==> src/rtl/dcu_pkg.sv <==
`default_nettype none
// ============================================================================
//  Module      : dcu_pkg
//  Description : Shared definitions for the decode-stage dependency checker:
//                opcode constants, instruction class decode, forward-select
//                width and instruction field positions.
//  Revision    : 1.0 - initial release
// ============================================================================
package dcu_pkg;

    // Width of the opcode slice that carries the class encoding
    localparam int CLS_OP_W = 5;

    localparam logic [CLS_OP_W-1:0] OPC_LD  = 5'b10100;
    localparam logic [CLS_OP_W-1:0] OPC_ST  = 5'b10101;
    localparam logic [CLS_OP_W-1:0] OPC_NOP = 5'b11111;

    typedef enum logic [2:0] {
        CLS_NOP   = 3'd0,
        CLS_ALU_R = 3'd1,
        CLS_ALU_I = 3'd2,
        CLS_LD    = 3'd3,
        CLS_ST    = 3'd4
    } ins_class_e;

    // 00xxx -> ALU_R, 01xxx -> ALU_I, exact LD/ST codes, anything else -> NOP
    function automatic ins_class_e decode_class(input logic [CLS_OP_W-1:0] op);
        ins_class_e cls;
        if (op[4:3] == 2'b00)
            cls = CLS_ALU_R;
        else if (op[4:3] == 2'b01)
            cls = CLS_ALU_I;
        else if (op == OPC_LD)
            cls = CLS_LD;
        else if (op == OPC_ST)
            cls = CLS_ST;
        else
            cls = CLS_NOP;
        return cls;
    endfunction

    // Select encodes 0 (register file) plus distances 1..depth
    function automatic int sel_width(input int depth);
        return (depth < 1) ? 1 : $clog2(depth + 1);
    endfunction

    // Field LSB positions: op at the top, then rd, rs1, rs2; imm sits at bit 1
    function automatic int rd_lsb(input int ins_w, input int op_w, input int reg_aw);
        return ins_w - op_w - reg_aw;
    endfunction

    function automatic int rs1_lsb(input int ins_w, input int op_w, input int reg_aw);
        return ins_w - op_w - 2 * reg_aw;
    endfunction

    function automatic int rs2_lsb(input int ins_w, input int op_w, input int reg_aw);
        return ins_w - op_w - 3 * reg_aw;
    endfunction

    function automatic int imm_lsb();
        return 1;
    endfunction

endpackage
`default_nettype wire

==> src/rtl/dcu_slot_history.sv <==
`default_nettype none
// ============================================================================
//  Module      : dcu_slot_history
//  Description : Shift register of the destination info of the most recent
//                instruction slots (index 0 = distance 1). Every cycle one
//                entry (instruction or bubble) is pushed.
//  Ports       : clk, reset            - clock, sync active-high reset
//                push_*                - entry for the slot leaving decode
//                slot_valid_wr/slot_rd - all tracked slots for forwarding
//                tap1_*                - distance-1 load/store flags
//                tap2_*                - distance-2 write info and load flag
//  Revision    : 1.0 - initial release
// ============================================================================
module dcu_slot_history #(
    parameter int REG_AW = 5,
    parameter int DEPTH  = 3
) (
    input  logic                         clk,
    input  logic                         reset,
    input  logic                         push_valid_wr,
    input  logic [REG_AW-1:0]            push_rd,
    input  logic                         push_is_ld,
    input  logic                         push_is_st,
    output logic [DEPTH-1:0]             slot_valid_wr,
    output logic [DEPTH-1:0][REG_AW-1:0] slot_rd,
    output logic                         tap1_is_ld,
    output logic                         tap1_is_st,
    output logic                         tap2_valid_wr,
    output logic [REG_AW-1:0]            tap2_rd,
    output logic                         tap2_is_ld
);

    // At least two deep so the distance-2 tap exists even with DEPTH = 1
    localparam int HIST = (DEPTH < 2) ? 2 : DEPTH;

    logic [HIST-1:0]             r_valid_wr;
    logic [HIST-1:0][REG_AW-1:0] r_rd;
    logic [1:0]                  r_is_ld;
    logic                        r_is_st;

    always_ff @(posedge clk) begin
        if (reset) begin
            r_valid_wr <= '0;
            r_rd       <= '0;
            r_is_ld    <= '0;
            r_is_st    <= 1'b0;
        end else begin
            r_valid_wr <= {r_valid_wr[HIST-2:0], push_valid_wr};
            r_rd       <= {r_rd[HIST-2:0], push_rd};
            r_is_ld    <= {r_is_ld[0], push_is_ld};
            r_is_st    <= push_is_st;
        end
    end

    assign slot_valid_wr = r_valid_wr[DEPTH-1:0];
    assign slot_rd       = r_rd[DEPTH-1:0];
    assign tap1_is_ld    = r_is_ld[0];
    assign tap1_is_st    = r_is_st;
    assign tap2_valid_wr = r_valid_wr[1];
    assign tap2_rd       = r_rd[1];
    assign tap2_is_ld    = r_is_ld[1];

endmodule
`default_nettype wire

==> src/rtl/dependency_check_unit_p.sv <==
`default_nettype none
// ============================================================================
//  Module      : dependency_check_unit_p
//  Description : Decode-stage dependency checker. Decodes each accepted
//                instruction, forwards from the youngest matching producer
//                among FWD_DEPTH older slots, stalls on load-use and emits
//                memory control aligned to EX and DM.
//  Ports       : clk, reset, ins_valid, ins     - inputs
//                stall                          - combinational load-use hold
//                op_dec, imm, imm_sel, mux_sel_A/B - decode (accept + 1)
//                mem_en_ex, mem_rw_ex           - EX control (accept + 2)
//                RW_dm, mem_mux_sel_dm          - DM control (accept + 3)
//  Revision    : 1.0 - initial release
// ============================================================================
module dependency_check_unit_p
    import dcu_pkg::*;
#(
    parameter int OP_W      = 5,
    parameter int REG_AW    = 5,
    parameter int IMM_W     = 8,
    parameter int INS_W     = 24,
    parameter int FWD_DEPTH = 3,
    parameter int ZERO_REG  = 1
) (
    input  logic                            clk,
    input  logic                            reset,
    input  logic                            ins_valid,
    input  logic [INS_W-1:0]                ins,
    output logic                            stall,
    output logic [OP_W-1:0]                 op_dec,
    output logic [IMM_W-1:0]                imm,
    output logic                            imm_sel,
    output logic [sel_width(FWD_DEPTH)-1:0] mux_sel_A,
    output logic [sel_width(FWD_DEPTH)-1:0] mux_sel_B,
    output logic                            mem_en_ex,
    output logic                            mem_rw_ex,
    output logic [REG_AW-1:0]               RW_dm,
    output logic                            mem_mux_sel_dm
);

    localparam int SW       = sel_width(FWD_DEPTH);
    localparam int C_RD_LSB = rd_lsb(INS_W, OP_W, REG_AW);
    localparam int C_R1_LSB = rs1_lsb(INS_W, OP_W, REG_AW);
    localparam int C_R2_LSB = rs2_lsb(INS_W, OP_W, REG_AW);
    localparam int C_IM_LSB = imm_lsb();

    logic [OP_W-1:0]                 w_op;
    logic [REG_AW-1:0]               w_rd, w_rs1, w_rs2, w_src_b;
    logic [IMM_W-1:0]                w_imm;
    ins_class_e                      w_cls;
    logic                            w_use_a, w_use_b, w_a_ok, w_b_ok, w_writes;
    logic                            w_hit1_a, w_hit1_b, w_stall, w_accept;
    logic [SW-1:0]                   w_sel_a, w_sel_b;
    logic [FWD_DEPTH-1:0]            w_slot_vw;
    logic [FWD_DEPTH-1:0][REG_AW-1:0] w_slot_rd;
    logic                            w_tap1_is_ld, w_tap1_is_st;
    logic                            w_tap2_vw, w_tap2_is_ld;
    logic [REG_AW-1:0]               w_tap2_rd;
    logic                            w_unused_ins;

    assign w_op    = ins[INS_W-1 -: OP_W];
    assign w_rd    = ins[C_RD_LSB +: REG_AW];
    assign w_rs1   = ins[C_R1_LSB +: REG_AW];
    assign w_rs2   = ins[C_R2_LSB +: REG_AW];
    assign w_imm   = ins[C_IM_LSB +: IMM_W];
    assign w_cls   = decode_class(w_op[OP_W-1 -: CLS_OP_W]);
    // Some instruction bits (e.g. bit 0) belong to no field for any class
    assign w_unused_ins = ^ins;

    // Stores present their data register (rd field) as the B operand
    assign w_use_a  = (w_cls != CLS_NOP);
    assign w_use_b  = (w_cls == CLS_ALU_R) || (w_cls == CLS_ST);
    assign w_src_b  = (w_cls == CLS_ST) ? w_rd : w_rs2;
    assign w_writes = (w_cls == CLS_ALU_R) || (w_cls == CLS_ALU_I) || (w_cls == CLS_LD);

    // A source that is hardwired zero never depends on anything
    assign w_a_ok = w_use_a && !((ZERO_REG != 0) && (w_rs1 == '0));
    assign w_b_ok = w_use_b && !((ZERO_REG != 0) && (w_src_b == '0));

    // Scan oldest to youngest so the nearest producer overrides
    always_comb begin
        w_sel_a = '0;
        w_sel_b = '0;
        for (int d = FWD_DEPTH; d >= 1; d--) begin
            if (w_slot_vw[d-1] && (w_slot_rd[d-1] == w_rs1))
                w_sel_a = SW'(d);
            if (w_slot_vw[d-1] && (w_slot_rd[d-1] == w_src_b))
                w_sel_b = SW'(d);
        end
        if (!w_a_ok)
            w_sel_a = '0;
        if (!w_b_ok)
            w_sel_b = '0;
    end

    // Load data is not ready at distance 1; hold the consumer one cycle
    assign w_hit1_a = w_a_ok && w_slot_vw[0] && (w_slot_rd[0] == w_rs1);
    assign w_hit1_b = w_b_ok && w_slot_vw[0] && (w_slot_rd[0] == w_src_b);
    assign w_stall  = !reset && ins_valid && w_tap1_is_ld && (w_hit1_a || w_hit1_b);
    assign w_accept = ins_valid && !w_stall;
    assign stall    = w_stall;

    dcu_slot_history #(
        .REG_AW (REG_AW),
        .DEPTH  (FWD_DEPTH)
    ) u_hist (
        .clk           (clk),
        .reset         (reset),
        .push_valid_wr (w_accept && w_writes),
        .push_rd       (w_accept ? w_rd : '0),
        .push_is_ld    (w_accept && (w_cls == CLS_LD)),
        .push_is_st    (w_accept && (w_cls == CLS_ST)),
        .slot_valid_wr (w_slot_vw),
        .slot_rd       (w_slot_rd),
        .tap1_is_ld    (w_tap1_is_ld),
        .tap1_is_st    (w_tap1_is_st),
        .tap2_valid_wr (w_tap2_vw),
        .tap2_rd       (w_tap2_rd),
        .tap2_is_ld    (w_tap2_is_ld)
    );

    always_ff @(posedge clk) begin
        if (reset) begin
            op_dec         <= {OP_W{1'b1}};
            imm            <= '0;
            imm_sel        <= 1'b0;
            mux_sel_A      <= '0;
            mux_sel_B      <= '0;
            mem_en_ex      <= 1'b0;
            mem_rw_ex      <= 1'b0;
            RW_dm          <= '0;
            mem_mux_sel_dm <= 1'b0;
        end else begin
            if (w_accept && (w_cls != CLS_NOP)) begin
                op_dec    <= w_op;
                imm       <= w_imm;
                imm_sel   <= (w_cls != CLS_ALU_R);
                mux_sel_A <= w_sel_a;
                mux_sel_B <= w_sel_b;
            end else begin
                op_dec    <= {OP_W{1'b1}};
                imm       <= '0;
                imm_sel   <= 1'b0;
                mux_sel_A <= '0;
                mux_sel_B <= '0;
            end
            mem_en_ex      <= w_tap1_is_ld || w_tap1_is_st;
            mem_rw_ex      <= w_tap1_is_st;
            RW_dm          <= w_tap2_vw ? w_tap2_rd : '0;
            mem_mux_sel_dm <= w_tap2_is_ld;
        end
    end

endmodule
`default_nettype wire

==> config.mk <==
export PLATFORM = sky130hd
export DESIGN_NAME = dependency_check_unit_p
export DESIGN_NICKNAME = d
export VERILOG_FILES = /design/src/rtl/dcu_pkg.sv /design/src/rtl/dcu_slot_history.sv /design/src/rtl/dependency_check_unit_p.sv
export SDC_FILE = /design/constraint.sdc
export NUM_CORES = 1
export LEC_CHECK = 0
export BUFFER_PORTS_ARGS = -buffer_cell sky130_fd_sc_hd__buf_2
export CELL_PAD_IN_SITES_DETAIL_PLACEMENT = 0
export CELL_PAD_IN_SITES_GLOBAL_PLACEMENT = 1
export CORE_ASPECT_RATIO = 0.9
export CORE_MARGIN = 5
export CORE_UTILIZATION = 40
export DETAILED_ROUTE_END_ITERATION = 7
export GPL_TIMING_DRIVEN = 0
export HOLD_SLACK_MARGIN = 0.12
export PLACE_DENSITY = 0.85
export SLEW_MARGIN = 20
export SYNTH_ARGS = -nofsm -noshare
export SYNTH_HDL_FRONTEND = slang
export SYNTH_HIERARCHICAL = 1
export SYNTH_SLANG_ARGS = --single-unit
==> constraint.sdc <==
create_clock -name clk -period 2.2 [get_ports clk]
set_input_delay 0.22 -clock clk [delete_from_list [all_inputs] [get_ports clk]]
set_output_delay 0.22 -clock clk [all_outputs]
set_load 0.03 [all_outputs]
Word-level counts from Yosys, hierarchy flattened
Cells that the tools add are included.
Widths: inputs -> output; s select.
{ "totals": {"wordCells": 87, "output_inout_bits": 27, "register_bits": 47} }
{ "classes": {"muxes": 11, "eq_ne": 14, "reduce_logical": 40, "n_bitwise": 5} }
{ "ops": {"columns": ["cell", "count"], "rows": [
  ["$eq 5x5->1", 6],
  ["$logic_and 1x1->1", 20],
  ["$mux 3", 4],
  ["$eq 5x5->1 const B", 2],
  ["$logic_not 5->1", 2],
  ["$mux 2", 4],
  ["$reduce_or 4->1", 2],
  ["$eq 3x2->1 const B", 2],
  ["$reduce_or 2->1", 3],
  ["$reduce_or 3->1", 2],
  ["$logic_or 1x1->1", 5],
  ["$mux 5", 1],
  ["$not 1->1", 5],
  ["$logic_not 1->1", 4],
  ["$eq 3x1->1 const B", 1],
  ["$eq 3x3->1 const B", 1],
  ["$ne 3x1->1 const B", 1],
  ["$reduce_bool 3->1", 1],
  ["$eq 2x1->1 const B", 1],
  ["$logic_not 2->1", 1],
  ["$mux 1", 2]
]} }

Logic depth before layout (Yosys ltp)
{ "depth": {"word_depth": 19, "ltp_mapped": 9, "ltp_nobuf": 8} }

Modules after synthesis
Netlist, hierarchy kept.
{ "modules_own_cells": {"columns": ["module", "seq_area_each_um2", "cells_each", "n_inst", "area_each_um2"], "rows": [
  ["dependency_check_unit_p", 520.5, 182, 1, 1636.6],
  ["dcu_slot_history", 420.4, 50, 1, 669.4]
]} }

Worst setup path before layout
No wires, ideal clock.
{ "synth_timing": {"kind": "in2out", "start": "in ins[22]", "end": "out stall", "cell_stages": 7, "arrival_ns": 1.957, "required_time_ns": 1.980, "path_slack_ns": 0.023, "path_cell_list": "nor3b_2 -> nand3_2 -> a2111oi_4 -> o2bb2ai_1 -> a211oi_4 -> a21oi_1 -> nor2_1"} }
{ "synth_via": {"elab_chain_cells": 14} }
{ "synth_rtl": {"columns": ["element", "line", "text"], "rows": [
  ["start, declared", "dependency_check_unit_p.sv:28", "input logic [INS_W-1:0] ins,"],
  ["$eq 5x5->1", "dcu_pkg.sv:35", "else if (op == OPC_ST)"],
  ["$mux 3", "dcu_pkg.sv:35", null],
  ["$mux 3", "dcu_pkg.sv:33", "else if (op == OPC_LD)"],
  ["$mux 3", "dcu_pkg.sv:31", "else if (op[4:3] == 2'b01)"],
  ["$mux 3 *", "dcu_pkg.sv:29", "if (op[4:3] == 2'b00)"],
  ["$eq 3x3->1", "dependency_check_unit_p.sv:72, dependency_check_unit_p.sv:73", null],
  ["$mux 5", "dependency_check_unit_p.sv:73", "assign w_src_b = (w_cls == CLS_ST) ? w_rd : w_rs2;"],
  ["$logic_not 5->1", "dependency_check_unit_p.sv:78", "assign w_b_ok = w_use_b && !((ZERO_REG != 0) && (w_src_b == '0));"],
  ["$logic_not 1->1", "dependency_check_unit_p.sv:78", null],
  ["$logic_and 1x1->1", "dependency_check_unit_p.sv:78", null],
  ["$logic_and 1x1->1 (2 in series)", "dependency_check_unit_p.sv:98", "assign w_hit1_b = w_b_ok && w_slot_vw[0] && (w_slot_rd[0] == w_src_b);"],
  ["$logic_or 1x1->1 *", "dependency_check_unit_p.sv:99", "assign w_stall = !reset && ins_valid && w_tap1_is_ld && (w_hit1_a || w_hit1_b);"],
  ["$logic_and 1x1->1 *", "dependency_check_unit_p.sv:99", null],
  ["end, declared", "dependency_check_unit_p.sv:29", "output logic stall,"]
]} }
Mark *: on every way between the ends. The rest lies on a longest branch, timed or not.

Final worst setup path
{ "layout_timing": {"start": "reg u_hist.r_rd (netlist bit u_hist/slot_rd[4])", "end": "out stall"} }
{ "layout_via": {"elab_chain_cells": 4} }
{ "layout_rtl": {"columns": ["element", "line", "text"], "rows": [
  ["start, declared", "dcu_slot_history.sv:37", "logic [HIST-1:0][REG_AW-1:0] r_rd;"],
  ["start signal, assigned", "dcu_slot_history.sv:49", "r_rd <= {r_rd[HIST-2:0], push_rd};"],
  ["$eq 5x5->1 (on tied branches)", "dependency_check_unit_p.sv:97, dependency_check_unit_p.sv:98", null],
  ["$logic_and 1x1->1 (on tied branches)", "dependency_check_unit_p.sv:97, dependency_check_unit_p.sv:98", null],
  ["$logic_or 1x1->1 *", "dependency_check_unit_p.sv:99", null],
  ["$logic_and 1x1->1 *", "dependency_check_unit_p.sv:99", null]
]} }
Marked as above.

==> run_results.csv <==
group,metric,value,unit
synth,synth_cell_types,49,
synth,syn_nets,259,
floorplan,chipHeight,82.0,µm
setup_path,timing.rr.start,"u_hist/slot_rd[1]",
synth,synth-async-reset-ratio,0,
power_and_ir_drop,power.leakage,1.26,nW
setup_path,cp_top_family,"simple AND/OR/NAND/NOR gates",
synth,synthTopCellsByArea,"dfxtp_1 (41%), nor2b_2 (7.6%), xor2_1 (7.6%), xnor2_1 (3.8%), and2_4 (3.4%)",
clock_tree,numCtsBuffers,5,
clock_tree,cts_tree,"done",
place,place_hpwl,3930,µm
timing,fin_crit_sh,1.01,
setup_path,cp_cell_sequence,"xor2_1 -> nor4_2 -> and3_4 -> and3b_1 -> buf_2 -> a21oi_2 -> nor2_1 -> buf_4",
cells_and_area,fin_nets,324,
synth,yosysWarnings,6,
synth,synth_edf_count,0,
setup_path,required,1.98,ns
clock_tree,clockBufferDepth,2,
setup_path,ff2ff_setup_slack,0.01,ns
timing,finalSetupViolCount,1,
grt,grt_max_degree,14,
setup_path,critPathKind,"reg -> out",
clock_tree,cts.sinks,47,
grt,antenna_found_initial,0,
floorplan,start_util,0.410,
hold_path,worstHoldPathCells,2,
detailed_routing,drc,0,
cells_and_area,drive_gt1_frac,0.423,
place,gp_congestion,0.872,
timing,fin_setup_tns,-0.0222,ns
synth,ys_ff_latch,47,
power_and_ir_drop,vdd_drop_max,440,µV
hold_path,hold_end,"imm[2]",
outcome,violations,"negative setup slack",
grt,grt_overflow,0,
synth,yosys.area.top_type_share,0.408,
setup_path,rr_worst_depth,10,
cells_and_area,areaGrowthSynthToFinish,22.8,%
power_and_ir_drop,finalPower,0.00161,W
detailed_routing,avgViaCountPerCell,4.91,
floorplan,core,5630,µm²
clock_tree,clk_pin_slew,0.09,ns
setup_path,cp.arrival,2.00,ns
power_and_ir_drop,p_per_area,569,nW/µm²
synth,syn_inst,232,
hold_path,worstHoldPathType,"in -> reg",
timing,rsz0062_at_grt,"yes",
floorplan,die_w,90.0,µm
detailed_routing,wl_per_cell,14.4,µm
setup_path,cp.depth,8,
setup_path,worstSetupEndpointType,"output pin",
cells_and_area,antennaDiodeCount,0,
detailed_routing,drtPass1Iterations,4,
detailed_routing,routed_wirelength,5300,µm
floorplan,io_pins,54,
grt,gr-usage-all-layers,0.142,
timing,postLayoutSetupSlackWorst,-0.0222,ns
timing,finalClockSkew,0.00663,ns
detailed_routing,drt.antenna.violating_nets,0,
grt,grt_first_pass_wirelength,8510,µm
synth,syn-cell-area,2310,µm²
clock_tree,ctsHoldBuffers,0,
timing,clock.fmax,450,MHz
setup_path,r2r-end,"imm[0]",
job,max-cap-violations,0,
floorplan,fp.dieArea,7390,µm²
setup_path,cpMaxStageDelayCell,"dfxtp_2",
synth,synth_top_cell_by_area,"dfxtp_1",
synth,syn_avg_cell_area,9.94,µm²
timing,period_minus_slack,2.22,ns
synth,ys_seq_area_frac,0.408,
clock_tree,cts_root_buf,"clkbuf_8",
timing,max_slew_margin,0.570,
clock_tree,cts_max_level,2,
setup_path,critPathMaxFanout,6,
detailed_routing,vias,1808,
setup_path,critPathBufInv,2,
outcome,run_status,"finished with violations",
grt,grt_pass1_vias,1787,
synth,synth_ff_type,"dfxtp_1",
timing,hold_viol_final,0,
place,portBuffers,52,
timing,finalMaxSlewViolations,0,
timing,worstMarginPinSlew,0.641,ns
setup_path,slowest_delay,0.37,ns
setup_path,cp-start-kind,"flip-flop",
hold_path,hold_start,"ins[3]",
floorplan,num_rows,26,
detailed_routing,drt-initial-drc-count,65,
clock_tree,clk_latency,0.29,ns
place,pre_cts_ws,-0.395,ns
[synthesized netlist by cell type (5+ instances only)]
library cell and count:
inv_1 11, and2_4 9, nor2b_1 6, xnor2_1 10, dfxtp_1 47, buf_4 7, o21ai_0 6, xor2_1 20
nand2_1 6, nor2b_2 20, a21oi_1 5, and2_1 12, nor2_1 10, nor4_1 5
[sequential cells by signal (all words and copies together), names as in the netlist, 2 cells and up]
name,count
u_hist/tap2_rd,5
u_hist/r_is_ld,2
u_hist/slot_valid_wr,3
mux_sel_B,2
RW_dm,5
op_dec,5
imm,8
mux_sel_A,2
u_hist/slot_rd,10
[cells by family after synthesis]
group                  Yosys count  share of synthesized area
AO/OA/AOI/OAI                   34                      0.120
XOR/XNOR                        30                      0.114
buffers and inverters           23                     0.0597
flip-flops                      47                      0.408
multiplexers                     4                     0.0179
AND/OR/NAND/NOR                 94                      0.280
[routing by layer]
layer  GRT usage  vias to the layer above  wire [µm]  share of wire
met5           0                        -          0              0
met4      0.0476                        0         44         0.0083
met3      0.0440                        6        336          0.063
met2       0.230                       54       2410           0.46
met1       0.182                      838       2500           0.47
li1            -                      910          -              -
[worst reg2reg max path: stages, from the launching register on]
cell and delay (ns):
dfxtp_4 0.39, inv_2 0.04, a222oi_1 0.32, mux2_4 0.23, nand2_4 0.05, a211oi_4 0.30, buf_4 0.18, buf_4 0.11
a311oi_2 0.13, buf_6 0.20, and2_4 0.15
[where the power goes]
part	internal [W]	switching, W
sequential	0.000869	0.0000174
combinational	0.0000971	0.000122
clock	0.000224	0.000283
total	0.00119	0.000422
[how the worst max path moves through the flow]
| stage | startpoint | to | slack [ns] |
|---|---|---|---|
| 2_1_floorplan | ins[22] | stall | 0.02 |
| 3_3_place_gp | ins[22] | u_hist/tap1_is_st | -0.37 |
| 3_5_place_dp | ins[22] | u_hist/tap1_is_st | -0.40 |
| 4_1_cts | u_hist/slot_rd[4] | stall | -0.09 |
| 5_1_grt | u_hist/slot_rd[1] | stall | -0.17 |
| 6_report | u_hist/slot_rd[4] | stall | -0.02 |
[cell type report]
type / instances / area, µm²
tap: 70 / 87.6
fill: 528 / 2800
sequential: 47 / 948
multi-input combinational: 162 / 1270
clock inverter: 1 / 5.00
inverter: 11 / 41.3
buffer: 12 / 96.3
clock buffer: 7 / 76.3
timing repair buffer: 58 / 308
[through the flow]
stage	cell area, µm²	hold slack, ns	utilization	cells
after floorplan	2310	0.292	-	232
after global placement	2650	0.418	0.472	354
after detailed placement	2650	0.440	0.472	354
after CTS	2780	0.132	0.494	365
after global routing	2830	0.137	0.503	368
final	2830	0.139	0.503	368
[cells in the final DEF (no fill, tap or decap), types with 2 or more instances in the layout]
| cell | instances |
|---|---|
| buf_2 | 53 |
| dfxtp_1 | 43 |
| xor2_1 | 20 |
| nor2b_2 | 20 |
| buf_4 | 14 |
| and2_1 | 12 |
| nor2_1 | 10 |
| inv_1 | 10 |
| xnor2_1 | 10 |
| and2_4 | 9 |
| o21ai_0 | 6 |
| nor2b_1 | 6 |
| nand2_1 | 5 |
| clkbuf_8 | 5 |
| o22ai_1 | 4 |
| nor4_1 | 4 |
| nand2b_1 | 4 |
| a21oi_1 | 4 |
| or4_1 | 3 |
| mux2i_1 | 3 |
| nand3_1 | 3 |
| a221oi_1 | 3 |
| nor3_1 | 3 |
| buf_6 | 3 |
| dfxtp_2 | 3 |
| a222oi_1 | 2 |
| a211oi_1 | 2 |
| and3_1 | 2 |
| clkbuf_1 | 2 |
[what timing repair did]
| action | CTS | global route |
|---|---|---|
| endpoints found under the setup margin | 17 | 19 |
| pin swaps | 1 | 11 |
| resized for setup | 8 | 8 |
| buffers inserted | 3 | 3 |
Power figures use the tool's default switching activity.
